--- src/rtl/fwd_hazard_unit_pkg.sv ---
// Shared types and decode helper for the EX-stage forwarding / load-use hazard unit.
package fwd_pkg;

   localparam int unsigned DEF_NUM_SRC = 2;
   localparam int unsigned DEF_NUM_RS  = 2;
   localparam int unsigned SEL_W       = $clog2(DEF_NUM_SRC + 1);

   // Bypass select for the default configuration: 0 = ID/EX value, k+1 = stage k
   typedef logic [SEL_W-1:0] fwd_sel_t;

   typedef enum logic [1:0] {
      HZ_IDLE    = 2'd0,
      HZ_LU_WAIT = 2'd1,
      HZ_FROZEN  = 2'd2
   } hz_state_e;

   localparam logic [6:0] OPC_LUI    = 7'b0110111;
   localparam logic [6:0] OPC_AUIPC  = 7'b0010111;
   localparam logic [6:0] OPC_JAL    = 7'b1101111;
   localparam logic [6:0] OPC_JALR   = 7'b1100111;
   localparam logic [6:0] OPC_LOAD   = 7'b0000011;
   localparam logic [6:0] OPC_OP_IMM = 7'b0010011;
   localparam logic [6:0] OPC_SYSTEM = 7'b1110011;

   // Operand usage mask for an rv32i opcode: bit0 = rs1, bit1 = rs2
   function automatic logic [DEF_NUM_RS-1:0] rs_used_f(input logic [6:0] opcode);
      logic [DEF_NUM_RS-1:0] m;
      case (opcode)
         OPC_LUI, OPC_AUIPC, OPC_JAL, OPC_SYSTEM: m = 2'b00;
         OPC_JALR, OPC_LOAD, OPC_OP_IMM:          m = 2'b01;
         default:                                 m = 2'b11;
      endcase
      return m;
   endfunction

endpackage

--- src/rtl/fwd_hazard_unit_if.sv ---
// Pipeline-side signal bundle of the forwarding / hazard unit.
interface fwd_hazard_unit_if #(
   parameter int unsigned NUM_SRC = 2,
   parameter int unsigned NUM_RS  = 2,
   parameter int unsigned CNT_W   = 32
);
   localparam int unsigned SEL_BITS = $clog2(NUM_SRC + 1);

   logic [NUM_RS-1:0][4:0]          ex_rs;
   logic [NUM_RS-1:0]               ex_rs_used;
   logic [NUM_SRC-1:0]              src_wr;
   logic [NUM_SRC-1:0][4:0]         src_rd;
   logic [NUM_SRC-1:0]              src_is_load;
   logic                            mem_stall;
   logic                            flush;
   logic [NUM_RS-1:0][SEL_BITS-1:0] fwd_sel;
   logic                            stall;
   logic                            bubble;
   logic [CNT_W-1:0]                stall_cycles;

   modport master (
      output ex_rs, ex_rs_used, src_wr, src_rd, src_is_load, mem_stall, flush,
      input  fwd_sel, stall, bubble, stall_cycles
   );

   modport slave (
      input  ex_rs, ex_rs_used, src_wr, src_rd, src_is_load, mem_stall, flush,
      output fwd_sel, stall, bubble, stall_cycles
   );
endinterface

--- src/rtl/fwd_hazard_unit_prio_sel.sv ---
// Per-operand youngest-wins bypass priority encoder.
module fwd_prio_sel #(
   parameter int unsigned NUM_SRC = 2,
   parameter int unsigned SEL_W   = 2
) (
   input  logic [4:0]               rs,
   input  logic                     rs_used,
   input  logic [NUM_SRC-1:0]       src_wr,
   input  logic [NUM_SRC-1:0][4:0]  src_rd,
   input  logic [NUM_SRC-1:0]       src_is_load,
   output logic [SEL_W-1:0]         sel,
   output logic                     is_load
);

   // Lowest matching stage wins; x0 never matches
   always_comb begin
      logic found;
      sel     = '0;
      is_load = 1'b0;
      found   = 1'b0;
      for (int unsigned k = 0; k < NUM_SRC; k++) begin
         if (!found && rs_used && src_wr[k] && (src_rd[k] != '0) && (src_rd[k] == rs)) begin
            found   = 1'b1;
            sel     = SEL_W'(k + 1);
            is_load = src_is_load[k];
         end
      end
   end

endmodule

--- src/rtl/fwd_hazard_unit.sv ---
// EX-stage forwarding select, load-use hazard sequencer and stall-cycle counter.
module fwd_hazard_unit
   import fwd_pkg::*;
#(
   parameter int unsigned NUM_SRC  = DEF_NUM_SRC,
   parameter int unsigned NUM_RS   = DEF_NUM_RS,
   parameter int unsigned LOAD_LAT = 1,
   parameter int unsigned CNT_W    = 32
) (
   input  logic               clk,
   input  logic               rst,
   fwd_hazard_unit_if.slave   bus
);

   localparam int unsigned SEL_BITS = $clog2(NUM_SRC + 1);
   localparam logic [2:0]  CNT_INIT = 3'(LOAD_LAT - 1);

   logic [NUM_RS-1:0][SEL_BITS-1:0] sel;
   logic [NUM_RS-1:0]               rs_load;
   logic                            hz;
   logic                            stall;

   hz_state_e        state_q, state_d;
   hz_state_e        ret_q, ret_d;
   logic [2:0]       cnt_q, cnt_d;
   logic [CNT_W-1:0] stall_cycles_q, stall_cycles_d;

   for (genvar r = 0; r < NUM_RS; r++) begin : g_rs
      fwd_prio_sel #(
         .NUM_SRC (NUM_SRC),
         .SEL_W   (SEL_BITS)
      ) u_prio_sel (
         .rs          (bus.ex_rs[r]),
         .rs_used     (bus.ex_rs_used[r]),
         .src_wr      (bus.src_wr),
         .src_rd      (bus.src_rd),
         .src_is_load (bus.src_is_load),
         .sel         (sel[r]),
         .is_load     (rs_load[r])
      );
   end

   assign hz = |rs_load;

   // Stall/bubble: hold the front end on hazard or pending latency; freeze and flush override
   always_comb begin
      stall = (hz || (state_q == HZ_LU_WAIT)) && !bus.flush && !bus.mem_stall;
   end

   assign bus.fwd_sel      = sel;
   assign bus.stall        = stall;
   assign bus.bubble       = stall && !bus.mem_stall;
   assign bus.stall_cycles = stall_cycles_q;

   // Sequencer next state; the freeze-release cycle from IDLE re-evaluates the hazard
   // so a load-use seen in that cycle still starts its latency wait
   always_comb begin
      state_d = state_q;
      ret_d   = ret_q;
      cnt_d   = cnt_q;
      if (bus.flush) begin
         state_d = HZ_IDLE;
         ret_d   = HZ_IDLE;
         cnt_d   = '0;
      end else begin
         case (state_q)
            HZ_IDLE: begin
               if (bus.mem_stall) begin
                  state_d = HZ_FROZEN;
                  ret_d   = HZ_IDLE;
               end else if (hz && (LOAD_LAT > 1)) begin
                  state_d = HZ_LU_WAIT;
                  cnt_d   = CNT_INIT;
               end
            end
            HZ_LU_WAIT: begin
               if (bus.mem_stall) begin
                  state_d = HZ_FROZEN;
                  ret_d   = HZ_LU_WAIT;
               end else begin
                  cnt_d = (cnt_q != '0) ? cnt_q - 3'd1 : '0;
                  if ((cnt_d == '0) && !hz) begin
                     state_d = HZ_IDLE;
                  end
               end
            end
            HZ_FROZEN: begin
               if (!bus.mem_stall) begin
                  if (ret_q == HZ_LU_WAIT) begin
                     state_d = HZ_LU_WAIT;
                  end else if (hz && (LOAD_LAT > 1)) begin
                     state_d = HZ_LU_WAIT;
                     cnt_d   = CNT_INIT;
                  end else begin
                     state_d = HZ_IDLE;
                  end
               end
            end
            default: begin
               state_d = HZ_IDLE;
               cnt_d   = '0;
            end
         endcase
      end
   end

   // Saturating stall-cycle counter
   always_comb begin
      stall_cycles_d = stall_cycles_q;
      if (stall && !(&stall_cycles_q)) begin
         stall_cycles_d = stall_cycles_q + CNT_W'(1);
      end
   end

   // State registers
   always_ff @(posedge clk or negedge rst) begin
      if (!rst) begin
         state_q        <= HZ_IDLE;
         ret_q          <= HZ_IDLE;
         cnt_q          <= '0;
         stall_cycles_q <= '0;
      end else begin
         state_q        <= state_d;
         ret_q          <= ret_d;
         cnt_q          <= cnt_d;
         stall_cycles_q <= stall_cycles_d;
      end
   end

endmodule

--- src/flat_wrapper.sv ---
// flat-port wrapper written by rule: the top's interface ports become plain ports
module fwd_hazard_unit_flat import fwd_pkg::*;
#(
   parameter int unsigned NUM_SRC  = DEF_NUM_SRC,
   parameter int unsigned NUM_RS   = DEF_NUM_RS,
   parameter int unsigned LOAD_LAT = 1,
   parameter int unsigned CNT_W    = 32
)
  (clk, rst, bus_ex_rs, bus_ex_rs_used, bus_src_wr, bus_src_rd, bus_src_is_load, bus_mem_stall, bus_flush, bus_fwd_sel, bus_stall, bus_bubble, bus_stall_cycles);
  fwd_hazard_unit_if #(.NUM_SRC(NUM_SRC), .NUM_RS(NUM_RS), .CNT_W(CNT_W)) bus_i ();
  input  logic clk;
  input  logic rst;
  input wire logic [$bits(bus_i.ex_rs)-1:0] bus_ex_rs;
  input wire logic [$bits(bus_i.ex_rs_used)-1:0] bus_ex_rs_used;
  input wire logic [$bits(bus_i.src_wr)-1:0] bus_src_wr;
  input wire logic [$bits(bus_i.src_rd)-1:0] bus_src_rd;
  input wire logic [$bits(bus_i.src_is_load)-1:0] bus_src_is_load;
  input wire logic [$bits(bus_i.mem_stall)-1:0] bus_mem_stall;
  input wire logic [$bits(bus_i.flush)-1:0] bus_flush;
  output wire logic [$bits(bus_i.fwd_sel)-1:0] bus_fwd_sel;
  output wire logic [$bits(bus_i.stall)-1:0] bus_stall;
  output wire logic [$bits(bus_i.bubble)-1:0] bus_bubble;
  output wire logic [$bits(bus_i.stall_cycles)-1:0] bus_stall_cycles;
  assign bus_i.ex_rs = bus_ex_rs;
  assign bus_i.ex_rs_used = bus_ex_rs_used;
  assign bus_i.src_wr = bus_src_wr;
  assign bus_i.src_rd = bus_src_rd;
  assign bus_i.src_is_load = bus_src_is_load;
  assign bus_i.mem_stall = bus_mem_stall;
  assign bus_i.flush = bus_flush;
  assign bus_fwd_sel = bus_i.fwd_sel;
  assign bus_stall = bus_i.stall;
  assign bus_bubble = bus_i.bubble;
  assign bus_stall_cycles = bus_i.stall_cycles;
  fwd_hazard_unit #(.NUM_SRC(NUM_SRC), .NUM_RS(NUM_RS), .LOAD_LAT(LOAD_LAT), .CNT_W(CNT_W)) u_core (.clk(clk), .rst(rst), .bus(bus_i));
endmodule
--- config.mk ---
export PLATFORM = sky130hd
export DESIGN_NAME = fwd_hazard_unit_flat
export DESIGN_NICKNAME = d
export VERILOG_FILES = /design/src/rtl/fwd_hazard_unit_pkg.sv /design/src/rtl/fwd_hazard_unit_if.sv /design/src/rtl/fwd_hazard_unit_prio_sel.sv /design/src/rtl/fwd_hazard_unit.sv /design/src/flat_wrapper.sv
export SDC_FILE = /design/constraint.sdc
export NUM_CORES = 1
export LEC_CHECK = 0
export ABC_AREA = 1
export CAP_MARGIN = 20
export CORE_MARGIN = 3
export CORE_UTILIZATION = 51
export DETAILED_ROUTE_END_ITERATION = 6
export HOLD_SLACK_MARGIN = 0.15
export PLACE_DENSITY = 0.78
export SYNTH_ARGS = -nofsm -noshare
export SYNTH_HDL_FRONTEND = slang
export SYNTH_SLANG_ARGS = --single-unit
--- constraint.sdc ---
create_clock -name clk -period 2.4 [get_ports clk]
set_input_delay 0.36 -clock clk [delete_from_list [all_inputs] [get_ports clk]]
set_output_delay 0.36 -clock clk [all_outputs]
set_load 0.05 [all_outputs]
Word-level counts from Yosys, hierarchy flattened
Index checks and enable logic that the tools add are counted.

Output and inout port bits: 38. Word-level logic and storage cells: 82. Input port bits: 30. Register bits after elaboration: 39.

Muxes and demuxes: 25. $add $sub $neg: 2. Equality and inequality tests: 13. Reductions and logical operators: 38.

Operators with widths (number): adder 32 x 1 -> 32 bit, second input constant (1); AND reduction 32 bit (1); == test 5 bit (4); two-way mux 2 bit (10); logical AND 1 bit (19); != test 3 bit, second input constant (4); nonzero test 5 bit (2); two-way mux 1 bit (9); two-way mux 3 bit (3); logical NOT 1 bit (6); case mux 2 bit (3 select lines) (1); case mux 3 bit (2 select lines) (1); AND reduction 3 bit (2); nonzero test 3 bit (2); == test 2 x 1 -> 1 bit, second input constant (2); != test 4 bit, second input constant (1); case mux 2 bit (2 select lines) (1); OR reduction 2 bit (2); logical NOT 3 bit (1); subtractor 3 x 1 -> 3 bit, second input constant (1); == test 2 bit, second input constant (1); logical NOT 2 bit (1); != test 2 x 1 -> 1 bit, second input constant (1); AND reduction 2 bit (1); logical OR 1 bit (1).

Longest topological paths before layout
Gate-level depths: netlist (run 1).

Depth after elaboration: 17. Mapped depth: 17. Depth with buffers taken out: 16.

Hierarchy
From an unflattened synthesis (run 1), not the netlist that was laid out.

Cell total of the unflattened synthesis: 507. Area total of the unflattened synthesis: 2975.4 um2.

By module, submodules not included: fwd_hazard_unit (cells an instance 395, times used 1, seq. area each 950.9 um2, area an instance 2472.4 um2); fwd_prio_sel (cells an instance 56, times used 2, seq. area each 0.0 um2, area an instance 251.5 um2).

Worst setup path before layout (run 1)
OpenSTA, ideal clock, no wires.

Kind: input-to-output. Start point: in bus_src_rd[3]. End point: out bus_stall. Required time: 2.040 ns. Path slack: -0.117 ns. Arrival time: 2.157 ns. Path buffers: 2. Stages: 13. Cells stage by stage: inv_1 nand3_1 nor2_1 nor2_1 nand2_1 nand2_1 nand2_1 nand2_1 nand2_1 nand2_1 nand2_2 clkbuf_1 buf_4.

Word-level cells in the longest chain between the ends: 14. Elaborated cells between the ends (all ways): 27. Classes of those cells: eq/ne (2); mux (6); reduce/logical (19).

Ends and longest elaborated chain: from (decl) (line flat_wrapper.sv:16) `input wire logic [$bits(bus_i.src_rd)-1:0] bus_src_rd;`; nonzero test 5 bit (line fwd_hazard_unit_prio_sel.sv:22) `if (!found && rs_used && src_wr[k] && (src_rd[k] != '0) && (src_rd[k] == rs)) begin`; logical AND 1 bit (2 in series) (line fwd_hazard_unit_prio_sel.sv:22); two-way mux 1 bit (line fwd_hazard_unit_prio_sel.sv:22); logical NOT 1 bit (line fwd_hazard_unit_prio_sel.sv:22); logical AND 1 bit (4 in series) (line fwd_hazard_unit_prio_sel.sv:22); two-way mux 1 bit (line fwd_hazard_unit_prio_sel.sv:22); OR reduction 2 bit (*) (line fwd_hazard_unit.sv:43) `assign hz = |rs_load;`; logical OR 1 bit (*) (line fwd_hazard_unit.sv:47) `stall = (hz || (state_q == HZ_LU_WAIT)) && !bus.flush && !bus.mem_stall;`; logical AND 1 bit (*) (2 in series) (line fwd_hazard_unit.sv:47); to (decl) (line flat_wrapper.sv:21) `output wire logic [$bits(bus_i.stall)-1:0] bus_stall;`.

Every way passes the cells marked *; elsewhere a longest branch is shown, timed or not.

Worst setup path in the final report (run 1)
Start point: in bus_ex_rs[2]. End point: out bus_bubble.

Word-level cells in the longest chain between the ends: 14. Elaborated cells between the ends (all ways): 16. Classes of those cells: eq/ne (2); mux (3); reduce/logical (11).

Ends and longest elaborated chain: from (decl) (line flat_wrapper.sv:13) `input wire logic [$bits(bus_i.ex_rs)-1:0] bus_ex_rs;`; == test 5 bit (line fwd_hazard_unit_prio_sel.sv:22); logical AND 1 bit (line fwd_hazard_unit_prio_sel.sv:22); two-way mux 1 bit (line fwd_hazard_unit_prio_sel.sv:22); logical NOT 1 bit (line fwd_hazard_unit_prio_sel.sv:22); logical AND 1 bit (4 in series) (line fwd_hazard_unit_prio_sel.sv:22); two-way mux 1 bit (*) (line fwd_hazard_unit_prio_sel.sv:22); OR reduction 2 bit (*) (line fwd_hazard_unit.sv:43); logical OR 1 bit (*) (line fwd_hazard_unit.sv:47); logical AND 1 bit (*) (2 in series) (line fwd_hazard_unit.sv:47); logical AND 1 bit (*) (line fwd_hazard_unit.sv:52) `assign bus.bubble = stall && !bus.mem_stall;`; to (decl) (line flat_wrapper.sv:22) `output wire logic [$bits(bus_i.bubble)-1:0] bus_bubble;`.

Marked as above.

==> impl_metrics.env, run 1 <==
export IMPL_status="finished clean"
export IMPL_fmax_mhz=447
export IMPL_cts_tree="built"
export IMPL_synthXorXnorAreaFrac_pct=9.33
export IMPL_vias=3039
export IMPL_synth_edf_count=0
export IMPL_final_hold_viol_count=0
export IMPL_ys_ff_latch=38
export IMPL_grt_max_degree=39
export IMPL_setup_tns_ns=0
export IMPL_portBuffers=67
export IMPL_top_layer="met4"
export IMPL_post_drt_via_cell_ratio=5.09
export IMPL_first_pass_iters=4
export IMPL_seq_power_share_pct=50.3
export IMPL_wl_met1_um=3680
export IMPL_fin_crit_ns=2.24
export IMPL_seq_area_frac_synth_pct=32.7
export IMPL_cp_required_ns=2.04
export IMPL_cell_internal_pwr_uw=960
export IMPL_p_per_area_nw_per_um2=334
export IMPL_final_layout_size_suffix_gt1_share_pct=10.1
export IMPL_synth_avg_cell_area_um2=6.51
export IMPL_synthAdderAreaFrac_pct=1.29
export IMPL_synth_area_um2=2910
export IMPL_worst_clock_skew_ns=0.00288
export IMPL_cts_num_sinks=38
export IMPL_fin_area_um2=3890
export IMPL_final_util_pct=73.4
export IMPL_grt_pass1_wl_um=13300
export IMPL_antenna_found_initial=0
export IMPL_yosys_top_cells_count="nand2_1, inv_1, nand3_1"
export IMPL_pwr_share_comb_pct=14.7
export IMPL_hpwl_um=6380
export IMPL_startpoint_type="input port"
export IMPL_syn_nets=480
export IMPL_grt_pass1_vias=2954
export IMPL_cts_root_buffer="clkbuf_8"
export IMPL_ys_dominant_reg_cell="dfrtp_1"
export IMPL_drc=0
export IMPL_dr_wl_met2_um=3660
export IMPL_routed_wirelength_um=7920
export IMPL_die_area_um2=6650
export IMPL_synth_cells=447
export IMPL_netSwitchingPower_uw=342
export IMPL_synth_top_cell_area_share_pct=32.7
export IMPL_synthArstFlopShare_pct=100
export IMPL_std_cell_rows=26
export IMPL_grt_ovfl_total=0
export IMPL_pre_cts_ws_ns=-0.0757
export IMPL_synth_area_leaders="dfrtp_1, nand2_1, nand3_1"
export IMPL_slew_headroom_pct=43.6
export IMPL_cp_max_fo=5
export IMPL_worst_pin_slew_ns=0.846
export IMPL_setup_viol=0
export IMPL_cts_buffer_depth=2
export IMPL_place_area_um2=3720
export IMPL_clk_latency_ns=0.28
export IMPL_synth_most_common_cell="nand2_1"
export IMPL_drt_iter0_markers=144
export IMPL_switching_share_pct=26.3
export IMPL_routabilityCongestion=0.947
export IMPL_grtUsageTotal_pct=25.2
export IMPL_synthSimpleGateAreaFrac_pct=43.6
export IMPL_clk_pin_slew_ns=0.07
export IMPL_cts_buffers_inserted=5
export IMPL_power_clock_fraction_pct=35.0
export IMPL_vdd_drop_max_v=0.000230
export IMPL_critPathKind="in2out"
export IMPL_critPathLaunch="bus_ex_rs[2]"
export IMPL_finalCritPeriodShare_pct=93.2
export IMPL_diodes=0
export IMPL_r2r_start="u_core.bus.stall_cycles[3]$_DFFE_PN0P_"
export IMPL_wire_per_inst_um=13.3
export IMPL_die_h_um=81.6
export IMPL_io_pins=68
export IMPL_muxShareOfSynthArea_pct=0
export IMPL_cellLeakagePower_nw=2.06
export IMPL_cp_end_kind="primary output"
export IMPL_core_area_um2=5300
export IMPL_synth_compound_area_share_pct=2.54
export IMPL_cp_arrival_ns=1.88
export IMPL_synth_top_area_cell="dfrtp_1"
export IMPL_die_w_um=81.6
export IMPL_start_util_pct=54.9
export IMPL_hp_class="in2async"
export IMPL_cts_htree_levels=2
export IMPL_wl_met3_um=471
export IMPL_yosysWarnings=0
export IMPL_nets=559
export IMPL_slew_violations=0
export IMPL_synth_top_family_by_area="simple AND/OR/NAND/NOR gates"
export IMPL_ant_nets=0
export IMPL_ctsHoldBuffers=0
export IMPL_cap_violations=0
export IMPL_area_growth_pct=33.7
export IMPL_synth_distinct_cells=32
export IMPL_final_setup_worst_slack_ns=0.162
[worst paths after layout]
| kind | to | slack (ns) | depth (start not counted) |
|---|---|---|---|
| min in group clk | u_core.state_q[1]$_DFFE_PN0P_ | 0.49 | 1 |
| min | u_core.cnt_q[2]$_DFFE_PN0P_ | 0.18 | 1 |
| max | bus_bubble | 0.16 | 14 |
| max in group asynchronous | u_core.bus.stall_cycles[0]$_DFFE_PN0P_ | 1.69 | 1 |
| max reg2reg | u_core.bus.stall_cycles[28]$_DFFE_PN0P_ | 0.27 | 9 |
| min reg2reg | u_core.state_q[1]$_DFFE_PN0P_ | 0.49 | 1 |
[timing repair]
action / in CTS / in global routing
setup endpoints to repair: 2 / 33
setup buffers: 0 / 2
pin swaps: 0 / 5
gates resized for setup: 2 / 26
endpoints found under the hold margin: 0 / 0
[sequential cells by signal, indices dropped and copies added, names as in the netlist]
signal                   flops
u_core.bus.stall_cycles     32
u_core.cnt_q                 3
u_core.state_q               2
u_core.ret_q                 1
[layout by cell type (no fill, tap or decap), drive strengths merged, types with 2 or more instances in the layout]
master / netlist / final
nand2: 181 / 181
inv: 53 / 53
clkdlybuf4s50: 0 / 49
nand3: 44 / 44
nor2: 44 / 44
dfrtp: 38 / 38
buf: 10 / 23
xor2: 22 / 22
nor3: 17 / 17
dlymetal6s2s: 0 / 11
xnor2: 9 / 9
nand4: 7 / 7
clkbuf: 1 / 7
a21oi: 3 / 3
o21ai: 3 / 3
ha: 3 / 3
o22ai: 2 / 2
nor4: 2 / 2
[power by group through the flow]
stage	logic [mW]	registers (mW)	clock network, mW
after detailed placement	0.189	0.668	0
after floorplan	0.0682	0.689	0
after global routing	0.214	0.656	0.500
after CTS	0.190	0.655	0.470
final	0.191	0.655	0.456
after global placement	0.186	0.668	0
[logic make-up after synthesis]
group / after synthesis
compound gates: 12
xor+xnor: 31
fa+ha+maj: 3
buf+inv: 64
flops: 38
simple gates: 299
[final cells by class]
| type | count | area, um2 |
|---|---|---|
| well taps | 70 | 87.6 |
| repair buffers | 83 | 873 |
| clock buffers | 7 | 86.3 |
| flip-flops and latches | 38 | 951 |
| clock inverters | 1 | 5.00 |
| inverters | 53 | 199 |
| fillers | 451 | 1410 |
| multi-input cells | 345 | 1690 |
[per-layer routing]
metal,GRT usage [%],vias up
li1,-,1552
met1,34.2,1377
met2,41.3,98
met3,4.71,12
met4,6.59,0
met5,0,-
[critical path, stage by stage]
cell and delay [ns]:
clkdlybuf4s50_1 0.50, inv_1 0.06, nand2_1 0.05, nand2_1 0.06, nor2_1 0.11, nand2_1 0.07
nor2_2 0.09, nand2_2 0.06, nand2_1 0.06, nand2_1 0.06, nand2_2 0.07, nand2_2 0.06
nand2_4 0.11, buf_12 0.14
[per-stage QoR]
| stage | hold WS [ns] | total power, mW | std cells |
|---|---|---|---|
| floorplan | 0.0644 | 0.757 | 447 |
| global placement | 0.465 | 0.854 | 587 |
| detailed placement | 0.482 | 0.857 | 587 |
| CTS | 0.202 | 1.31 | 595 |
| global route | 0.235 | 1.37 | 597 |
| finish | 0.177 | 1.30 | 597 |
(Power assumes the default switching activity.)
==> inputs of run 2 (changes only) <==
- GPL_ROUTABILITY_DRIVEN: not set -> 0
==> run 2 against run 1 <==
Sequential power is essentially flat; critical path depth is the same; worst hold slack lost 0.017 ns; clock-buffer cell count shrank 1; first-iteration DRC count grew 81%; final cell count shrank 0.67%; worst setup slack lost 0.058 ns; clock power grew 51%; core utilization grew 0.14 points; sequential share of layout area is essentially flat; non-clock buffer count shrank 4; power grew 18%; critical path type unchanged; highest routed layer unchanged.
==> impl_metrics.env, run 2 (synthesized netlist as in run 1, its figures left out) <==
export IMPL_status="finished clean"
export IMPL_area_growth_pct=33.9
export IMPL_final_cell_mix="nand2_1, clkdlybuf4s50_1, inv_1, nand3_1, nor2_1"
export IMPL_vias=3112
export IMPL_cp_arrival_ns=1.94
export IMPL_p_total_mw=1.54
export IMPL_portBuffers=67
export IMPL_startpoint_type="input port"
export IMPL_clk_latency_ns=0.29
export IMPL_fin_cells=593
export IMPL_holdWs_ns=0.159
export IMPL_dp_cells=583
export IMPL_cp_required_ns=2.04
export IMPL_std_cell_rows=26
export IMPL_start_util_pct=54.9
export IMPL_pre_cts_ws_ns=-0.0596
export IMPL_critPathKind="in2out"
export IMPL_cap_violations=0
export IMPL_setup_viol=0
export IMPL_grt_max_degree=39
export IMPL_grt_ovfl_total=0
export IMPL_ant_nets=0
export IMPL_die_area_um2=6650
export IMPL_largest_register_ffs=32
export IMPL_die_w_um=81.6
export IMPL_core_area_um2=5300
export IMPL_worst_clock_skew_ns=0.00331
export IMPL_cts_buffers_inserted=5
export IMPL_p_per_area_nw_per_um2=394
export IMPL_vdd_drop_max_v=0.000215
export IMPL_cts_num_sinks=38
export IMPL_setup_tns_ns=0
export IMPL_antenna_found_initial=0
export IMPL_cp_max_fo=3
export IMPL_place_area_um2=3690
export IMPL_nets=555
export IMPL_cp_end_kind="primary output"
export IMPL_hp_class="in2async"
export IMPL_fin_crit_ns=2.30
export IMPL_cts_buffer_depth=2
export IMPL_final_setup_worst_slack_ns=0.104
export IMPL_final_util_pct=73.5
export IMPL_grtUsageTotal_pct=25.3
export IMPL_worst_pin_slew_ns=0.844
export IMPL_cts_htree_levels=2
export IMPL_grt_pass1_vias=2960
export IMPL_cts_tree="built"
export IMPL_final_layout_size_suffix_gt1_share_pct=8.41
export IMPL_die_h_um=81.6
export IMPL_cellLeakagePower_nw=2.04
export IMPL_finalCritPeriodShare_pct=95.7
export IMPL_routed_wirelength_um=7930
export IMPL_post_drt_via_cell_ratio=5.25
export IMPL_fin_area_um2=3900
export IMPL_final_hold_viol_count=0
export IMPL_diodes=0
export IMPL_clk_pin_slew_ns=0.08
export IMPL_hpwl_um=6030
export IMPL_grt_pass1_wl_um=13300
export IMPL_wire_per_inst_um=13.4
export IMPL_slew_headroom_pct=43.7
export IMPL_fmax_mhz=436
export IMPL_first_pass_iters=6
export IMPL_cts_root_buffer="clkbuf_8"
export IMPL_drt_iter0_markers=261
export IMPL_final_common_cell="nand2_1"
export IMPL_slew_violations=0
export IMPL_drc=0
export IMPL_io_pins=68
run 2: power breakdown:
| group | switching (mW) | total (mW) | leakage (nW) | internal [mW] |
|---|---|---|---|---|
| sequential | 0.00876 | 0.655 | 0.529 | 0.647 |
| combinational | 0.110 | 0.192 | 1.44 | 0.0818 |
| clock | 0.246 | 0.690 | 0.0714 | 0.444 |
| total | 0.365 | 1.54 | 2.04 | 1.17 |
run 2: routing by layer:
metal  part of all wire, %  vias to the layer above  global-route usage, %
li1                      -                     1545                      -
met5                     0                        -                      0
met3                   7.3                       15                   4.50
met4                   2.0                        0                   8.45
met1                    43                     1417                   33.7
met2                    48                      135                   41.4
run 2: final timing paths:
| path | startpoint | end | slack [ns] | depth (start not counted) |
|---|---|---|---|---|
| setup / recovery | bus_ex_rs[4] | bus_bubble | 0.10 | 14 |
| min in group clk | u_core.state_q[0]$_DFFE_PN0P_ | u_core.state_q[1]$_DFFE_PN0P_ | 0.48 | 1 |
| hold reg to reg | u_core.state_q[0]$_DFFE_PN0P_ | u_core.state_q[1]$_DFFE_PN0P_ | 0.48 | 1 |
| setup reg to reg | u_core.bus.stall_cycles[1]$_DFFE_PN0P_ | u_core.bus.stall_cycles[1]$_DFFE_PN0P_ | 0.29 | 8 |
| hold / removal | rst | u_core.state_q[0]$_DFFE_PN0P_ | 0.16 | 1 |
| max in group asynchronous | rst | u_core.bus.stall_cycles[23]$_DFFE_PN0P_ | 1.70 | 1 |
run 2: worst max-delay path, cell delays in order:
cell,delay (ns)
clkdlybuf4s50_1,0.46
inv_1,0.10
nand2_1,0.06
nand2_1,0.06
nand2_1,0.06
nor2_1,0.11
nand2_1,0.11
nand2_1,0.09
nand2_1,0.06
nand2_1,0.07
nand2_2,0.06
nand2_2,0.08
nand2_4,0.07
buf_12,0.16
run 2: layout make-up:
cell class                      count  area, um2
Inverter                           53        199
Sequential cell                    38        951
Multi-Input combinational cell    345       1680
Clock inverter                      2       60.1
Tap cell                           70       87.6
Fill cell                         438       1400
Timing Repair Buffer               79        836
Clock buffer                        6       82.6
run 2: timing repair:
item	in CTS	in global routing
pin swaps	0	3
setup buffers	1	1
setup endpoints to repair	2	17
hold buffers	0	0
gates resized for setup	1	18
